[config.mk]
export PLATFORM = sky130hd
export DESIGN_NAME = rf_bank_param
export DESIGN_NICKNAME = d
export VERILOG_FILES = /design/src/rtl/rf_bank_param.sv
export SDC_FILE = /design/constraint.sdc
export NUM_CORES = 2
export LEC_CHECK = 0
export BUFFER_PORTS_ARGS = -buffer_cell sky130_fd_sc_hd__buf_4
export CORE_MARGIN = 1
export CORE_UTILIZATION = 45
export CTS_CLUSTER_DIAMETER = 100
export DETAILED_ROUTE_END_ITERATION = 10
export PLACE_DENSITY = 0.69
export SLEW_MARGIN = 20
export SYNTH_ARGS = -nofsm -noshare
export SYNTH_HDL_FRONTEND = slang
export SYNTH_SLANG_ARGS = --single-unit
[constraint.sdc]
create_clock -name clk -period 40.9 [get_ports clk]
set_clock_uncertainty 0.1 [all_clocks]
set_input_delay 4.09 -clock clk [delete_from_list [all_inputs] [get_ports clk]]
set_output_delay 4.09 -clock clk [all_outputs]
set_load 0.005 [all_outputs]
[src/rtl/rf_bank_param.sv]
// Parametrised register file: one write port, NRD registered read ports, hardwired-zero r0
// and a per-register pending scoreboard. Define RF_BYPASS_EN to forward same-cycle writes to reads.
module rf_bank_param #(
  parameter int WD    = 32,
  parameter int DEPTH = 32,
  parameter int NRD   = 2,
  localparam int AW   = $clog2(DEPTH)
) (
  input  logic              clk,
  input  logic              reset,
  input  logic              wr_en,
  input  logic [AW-1:0]     wr_addr,
  input  logic [WD-1:0]     wr_data,
  input  logic              rsv_en,
  input  logic [AW-1:0]     rsv_addr,
  input  logic [NRD-1:0]    rd_en,
  input  logic [NRD*AW-1:0] rd_addr,
  output logic [NRD*WD-1:0] rd_data,
  output logic [NRD-1:0]    rd_pend,
  output logic              pend_any
);

  logic [WD-1:0]    mem [DEPTH];
  logic [DEPTH-1:0] pend;
  logic [DEPTH-1:0] pend_next;
  logic             wr_hit;
  logic             rsv_hit;

  logic [AW-1:0]    raddr   [NRD];
  logic [WD-1:0]    rdata_q [NRD];
  logic [NRD-1:0]   byp;

  assign wr_hit  = wr_en && (wr_addr != '0);
  assign rsv_hit = rsv_en && (rsv_addr != '0);

  // Reserve is applied after the write clear so a new producer keeps the register pending.
  always_comb begin
    pend_next = pend;
    if (wr_hit)
      pend_next[wr_addr] = 1'b0;
    if (rsv_hit)
      pend_next[rsv_addr] = 1'b1;
  end

  // Register 0 is never written, so it stays at its reset value of zero.
  always_ff @(posedge clk or posedge reset) begin
    if (reset) begin
      for (int i = 0; i < DEPTH; i++)
        mem[i] <= '0;
      pend <= '0;
    end else begin
      if (wr_hit)
        mem[wr_addr] <= wr_data;
      pend <= pend_next;
    end
  end

  genvar g;
  generate
    for (g = 0; g < NRD; g++) begin : g_port
      assign raddr[g]            = rd_addr[g*AW +: AW];
      assign rd_data[g*WD +: WD] = rdata_q[g];
`ifdef RF_BYPASS_EN
      assign byp[g] = wr_hit && (wr_addr == raddr[g]);
`else
      assign byp[g] = 1'b0;
`endif
    end
  endgenerate

  // A bypassed read sees the post-edge pending bit, an ordinary read the pre-edge one.
  always_ff @(posedge clk or posedge reset) begin
    if (reset) begin
      for (int k = 0; k < NRD; k++)
        rdata_q[k] <= '0;
      rd_pend <= '0;
    end else begin
      for (int k = 0; k < NRD; k++) begin
        if (rd_en[k]) begin
          if (byp[k]) begin
            rdata_q[k] <= wr_data;
            rd_pend[k] <= pend_next[raddr[k]];
          end else begin
            rdata_q[k] <= mem[raddr[k]];
            rd_pend[k] <= pend[raddr[k]];
          end
        end
      end
    end
  end

  assign pend_any = |pend;

endmodule

### Word-level counts from Yosys, hierarchy flattened

Cells that the tools add are included.

| word-level totals | value |
|---|---|
| bits in latches | 0 |
| output and inout bits | 67 |
| memory bits (read-only) | 0 |
| bits in registers | 1122 |
| input bits | 58 |
| logic and storage cells | 80 |
| memory bits (writable) | 0 |
| memories kept | 0 |

| operators by class | value |
|---|---|
| muxes and demuxes | 19 |
| reduce and logical (&&, ||, !) cells | 8 |
| $mul | 0 |
| order comparisons | 10 |
| eq/ne operators | 0 |
| bitwise gates (word level) | 6 |
| shift-type cells | 0 |
| add/subtract/negate cells | 0 |
| div/mod/pow operators | 0 |

Operators with widths:

| operator | number |
|---|---|
| 1024-bit bitwise mux | 1 |
| 32-bit binary-select mux with 5-bit select | 2 |
| 32-bit two-way mux | 7 |
| 32-bit demux with 5-bit select | 1 |
| 32-bit bitwise AND | 1 |
| 32-bit NOT | 1 |
| 32-bit OR | 1 |
| 32-bit OR reduction | 1 |
| 5-bit by 6-bit less-than comparator with 1-bit output (second input constant) | 4 |
| 6-bit >= comparator (second input constant) | 3 |
| 5-bit NOT with 6-bit output | 3 |
| 1-bit binary-select mux with 5-bit select | 2 |
| 1-bit demux with 5-bit select | 2 |
| 5-bit by 1-bit >= comparator with 1-bit output (second input constant) | 2 |
| 5-bit nonzero test | 2 |
| 6-bit by 1-bit less-than comparator with 1-bit output (second input constant) | 1 |
| 1-bit logical AND | 5 |
| 1-bit two-way mux | 4 |

### Logic depth before layout (Yosys ltp)

| logic depth | value |
|---|---|
| word-level depth | 9 |
| depth in mapped cells | 8 |
| mapped depth without buffers | 5 |

### Least setup slack after synthesis

Ideal clock, no wire load.

| path | value |
|---|---|
| path kind | input to register |
| start point | in rd_addr[0] |
| end point | reg rdata_q (netlist bit rd_data[0]) |
| required time | 40.675 ns |
| stages | 8 |
| path buffers | 3 |
| data arrival time | 5.479 ns |
| setup time | 0.125 ns |
| setup slack | 35.196 ns |
| path through | clkbuf_1 buf_2 buf_2 mux2i_1 a22oi_1 a21oi_1 nor4_1 mux2_2 |

| on the way | value |
|---|---|
| longest elaborated chain between the ends | 4 |

Ends and longest elaborated chain:

| item | line | RTL |
|---|---|---|
| from (decl) | 17 | `input logic [NRD*AW-1:0] rd_addr,` |
| 5-bit NOT with 6-bit output (not written as such) | 84 | `rdata_q[k] <= mem[raddr[k]];` |
| 32-bit binary-select mux with 5-bit select | 84 |  |
| 32-bit two-way mux (not written as such) (2 in series) | 84 |  |
| to (signal, indexed assignment) | 81 | `rdata_q[k] <= wr_data;` |
| to (signal, indexed assignment) | 84 |  |
| to (decl) | 30 | `logic [WD-1:0] rdata_q [NRD];` |

Every way passes these cells. The select of a mux whose other input is x is not followed.
A chain may end at the register's enable or synchronous reset.

### Worst setup path in the final report

| path | value |
|---|---|
| start point | in rd_addr[0] |
| end point | reg rdata_q (netlist bit rd_data[3]) |

Same word-level chain as after synthesis.

==> metrics.yaml <==
syn_nets: 4798
hold_class: "flop to flop"
cts_hold_buf: 0
status: "finished, final reports clean"
crit_end: "rd_data[3]"
cp-startpoint: "rd_addr[0]"
p_comb_share_pct: 18.9
period_needed_ns: 7.76
sw_frac_of_total_pct: 28.5
die_y_um: 365
power.internal_mw: 2.27
cts.clk_slew.worst_paths_ns: 0.06
cts_buffer_depth: 3
synth.avg_cell_area_um2: 12.5
antenna_found_initial: 6
maxCapViolCount: 0
viasPerCell: 6.47
start_util_pct: 45.6
htreeDepth: 3
slew_viol_final: 0
worstSkewPairLatency_ns: 0.73
path_cells: "buf_8, buf_4, buf_4, buf_4, mux2i_1, a22oi_1, a21oi_1, nor4_1, mux2_2"
routed_wl_mm: 189
rsz0062_at_grt: "false"
syn-instance-count: 4740
grt_use_total_pct: 28.1
sequentialPowerShare_pct: 46.7
fp.dieArea_um2: 133000
startpoint_type: "input pin"
final_layout_size_suffix_gt1_share_pct: 32.5
cts_resized: 0
netSwitchingPower_mw: 0.908
tritoncts: "built"
grt_pass1_vias: 41700
gr-total-overflow: 0
worst_setup_path_end_kind: "flop"
cp.depth: 9
coreArea_um2: 130000
drc: 0
die-width_um: 365
r2r-start: "mem[94]"
ant_nets: 0
pwr-share-clk_pct: 34.5
timing.hold.ws_ns: 0.297
cts-root-buf: "clkbuf_16"
post_drt_wl_per_cell_um: 29.5
fmax_mhz: 129
worst_slew_pin_slew_ns: 1.26
rows: 132
synth.distinct_cells: 31
critical_path_class: "input pin to flop"
area_growth_pct: 10.0
fin_setup_tns_ns: 0
reg2regPathDepth: 5
cts.sinks: 1122
firstDrtPassIters: 5
cp.required_ns: 41.45
ir_drop_mv: 0.0352
postCtsSetupBuffers: 0
hold_viol: 0
cpMostUsedCell: "buf_4"
cpPeakStageDelay_ns: 0.84
relSlewSlack_pct: 16.1
ys_seq_area_share_pct: 47.4
path_delay_family: "buffers and inverters"
vias: 41400
nets: 4621
grt_max_degree: 155
gp_congestion: 0.805
critPathBufInv: 4
setup_viol: 0
dpl.hpwl_mm: 99.5
cpMaxStageDelayCell: "buf_4"
critical_path.max_fanout: 88
drt_iter0_drc: 4324
port_buffers: 124
ys_warn_count: 0
syn_area_um2: 59200
numCtsBuffers: 117
finalCritPeriodShare_pct: 19.0
num_io_pins: 125
leakagePower_nw: 30.3
ys_ff_latch: 1122
r2r-end: "rd_data[62]"
crit_arrival_ns: 8.31
r2r_slack_ns: 38.75
power_density_nw_per_um2: 48.8
grt_pass1_wl_mm: 279
-- how the worst min path moves through the flow --
stage          startpoint         to  slack, ns  cells after the start
2_1_floorplan   mem[1000]  mem[1000]       0.35                      1
3_3_place_gp    mem[1009]  mem[1009]       0.28                      0
3_5_place_dp    mem[1004]  mem[1004]       0.29                      0
4_1_cts         mem[1002]  mem[1002]       0.30                      0
5_1_grt         mem[1016]  mem[1016]       0.31                      0
6_report        mem[1004]  mem[1004]       0.30                      0
-- worst register-to-register path, stage by stage, from the launching register on --
cell and delay (ns):
dfrtp_1 0.37, mux2i_1 0.09, a22oi_1 0.25, a21oi_1 0.11, nor4_1 0.85, mux2_2 0.29
-- sequential cells by signal, indices dropped and copies added, names as in the netlist --
register  cells
rd_pend       2
pend         32
mem        1024
rd_data      64
-- placed cells by master, fill, tap and decap left out, types with 8 or more instances in the layout --
cell type / Yosys / routed
dfrtp_1: 1122 / 1122
mux2_2: 1058 / 1058
mux2i_1: 1056 / 1056
a22oi_1: 528 / 528
a21oi_1: 264 / 264
buf_4: 0 / 199
clkbuf_16: 0 / 118
nor4_1: 74 / 73
clkbuf_8: 0 / 37
clkinv_2: 0 / 28
o21ai_0: 17 / 17
clkbuf_1: 272 / 16
nor2_4: 0 / 14
a22o_1: 11 / 11
buf_12: 0 / 8
-- final cells by class --
cell class | instances | area, um^2
Antenna cell | 1 | 2.50
Inverter | 6 | 30.0
Sequential cell | 1122 | 28100
Fill cell | 11400 | 64800
Timing Repair Buffer | 209 | 1680
Multi-Input combinational cell | 3107 | 29200
Tap cell | 1742 | 2180
Clock inverter | 43 | 444
Clock buffer | 171 | 3520
-- synthesized netlist by cell type --
library cell | n | area, um^2
dfrtp_1 | 1122 | 28100
mux2_2 | 1058 | 11900
mux2i_1 | 1056 | 10600
a22oi_1 | 528 | 3960
clkbuf_1 | 272 | 1020
a21oi_1 | 264 | 1320
buf_2 | 196 | 981
nor4_1 | 74 | 463
buf_1 | 37 | 139
nand2_1 | 21 | 78.8
o21ai_0 | 17 | 85.1
nor2_1 | 16 | 60.1
a22o_1 | 11 | 96.3
nand2b_1 | 7 | 43.8
nor2b_1 | 7 | 43.8
inv_1 | 6 | 22.5
nand4b_1 | 6 | 52.6
nand3b_1 | 5 | 37.5
nand3_1 | 4 | 20.0
nand4_1 | 4 | 25.0
nor3b_1 | 4 | 30.0
o22ai_1 | 4 | 25.0
o31ai_1 | 4 | 30.0
a32o_1 | 3 | 30.0
and3_1 | 3 | 18.8
nor3_1 | 3 | 15.0
or2_2 | 3 | 18.8
and2_1 | 2 | 12.5
and2_0 | 1 | 6.26
and3b_1 | 1 | 8.76
nor4b_4 | 1 | 23.8
-- through the flow --
stage | util (%) | total power [mW] | worst slack (ns) | cell area (um^2) | std cells
after floorplan | - | 1.92 | 5.11 | 59200 | 4740
after global placement | 47.1 | 2.07 | 32.58 | 61200 | 6185
after detailed placement | 47.1 | 2.10 | 32.48 | 61200 | 6186
after CTS | 50.1 | 3.19 | 33.25 | 65200 | 6400
after global routing | 50.1 | 3.32 | 33.04 | 65200 | 6400
final | 50.1 | 3.18 | 33.14 | 65200 | 6401
-- routing by layer --
layer | GRT usage (%) | up-vias | part of all wire (%)
met1 | 39.3 | 21800 | 44
met4 | 9.22 | 8 | 3.3
met2 | 43.1 | 1788 | 45
li1 | - | 17500 | -
met5 | 0 | - | 0.030
met3 | 6.10 | 363 | 8.2
-- power by group through the flow --
stage          registers (mW)  logic (mW)  clock network [mW]
2_1_floorplan            1.46       0.462                   0
3_3_place_gp             1.49       0.577                   0
3_5_place_dp             1.50       0.596                   0
4_1_cts                  1.48       0.598                1.11
5_1_grt                  1.51       0.650                1.15
6_report                 1.48       0.600                1.10
-- cells by family (layout without fill, tap and decap cells) --
| family | after synthesis | count (layout) | synth area share (%) |
|---|---|---|---|
| DFF | 1122 | 1122 | 47.4 |
| other | 0 | 1 | 0 |
| muxes | 2114 | 2114 | 38.0 |
| and+or+nand+nor | 162 | 162 | 1.62 |
| buffers and inverters | 511 | 429 | 3.65 |
| AOI/OAI and AO/OA | 831 | 831 | 9.37 |
(Power assumes the default switching activity.)
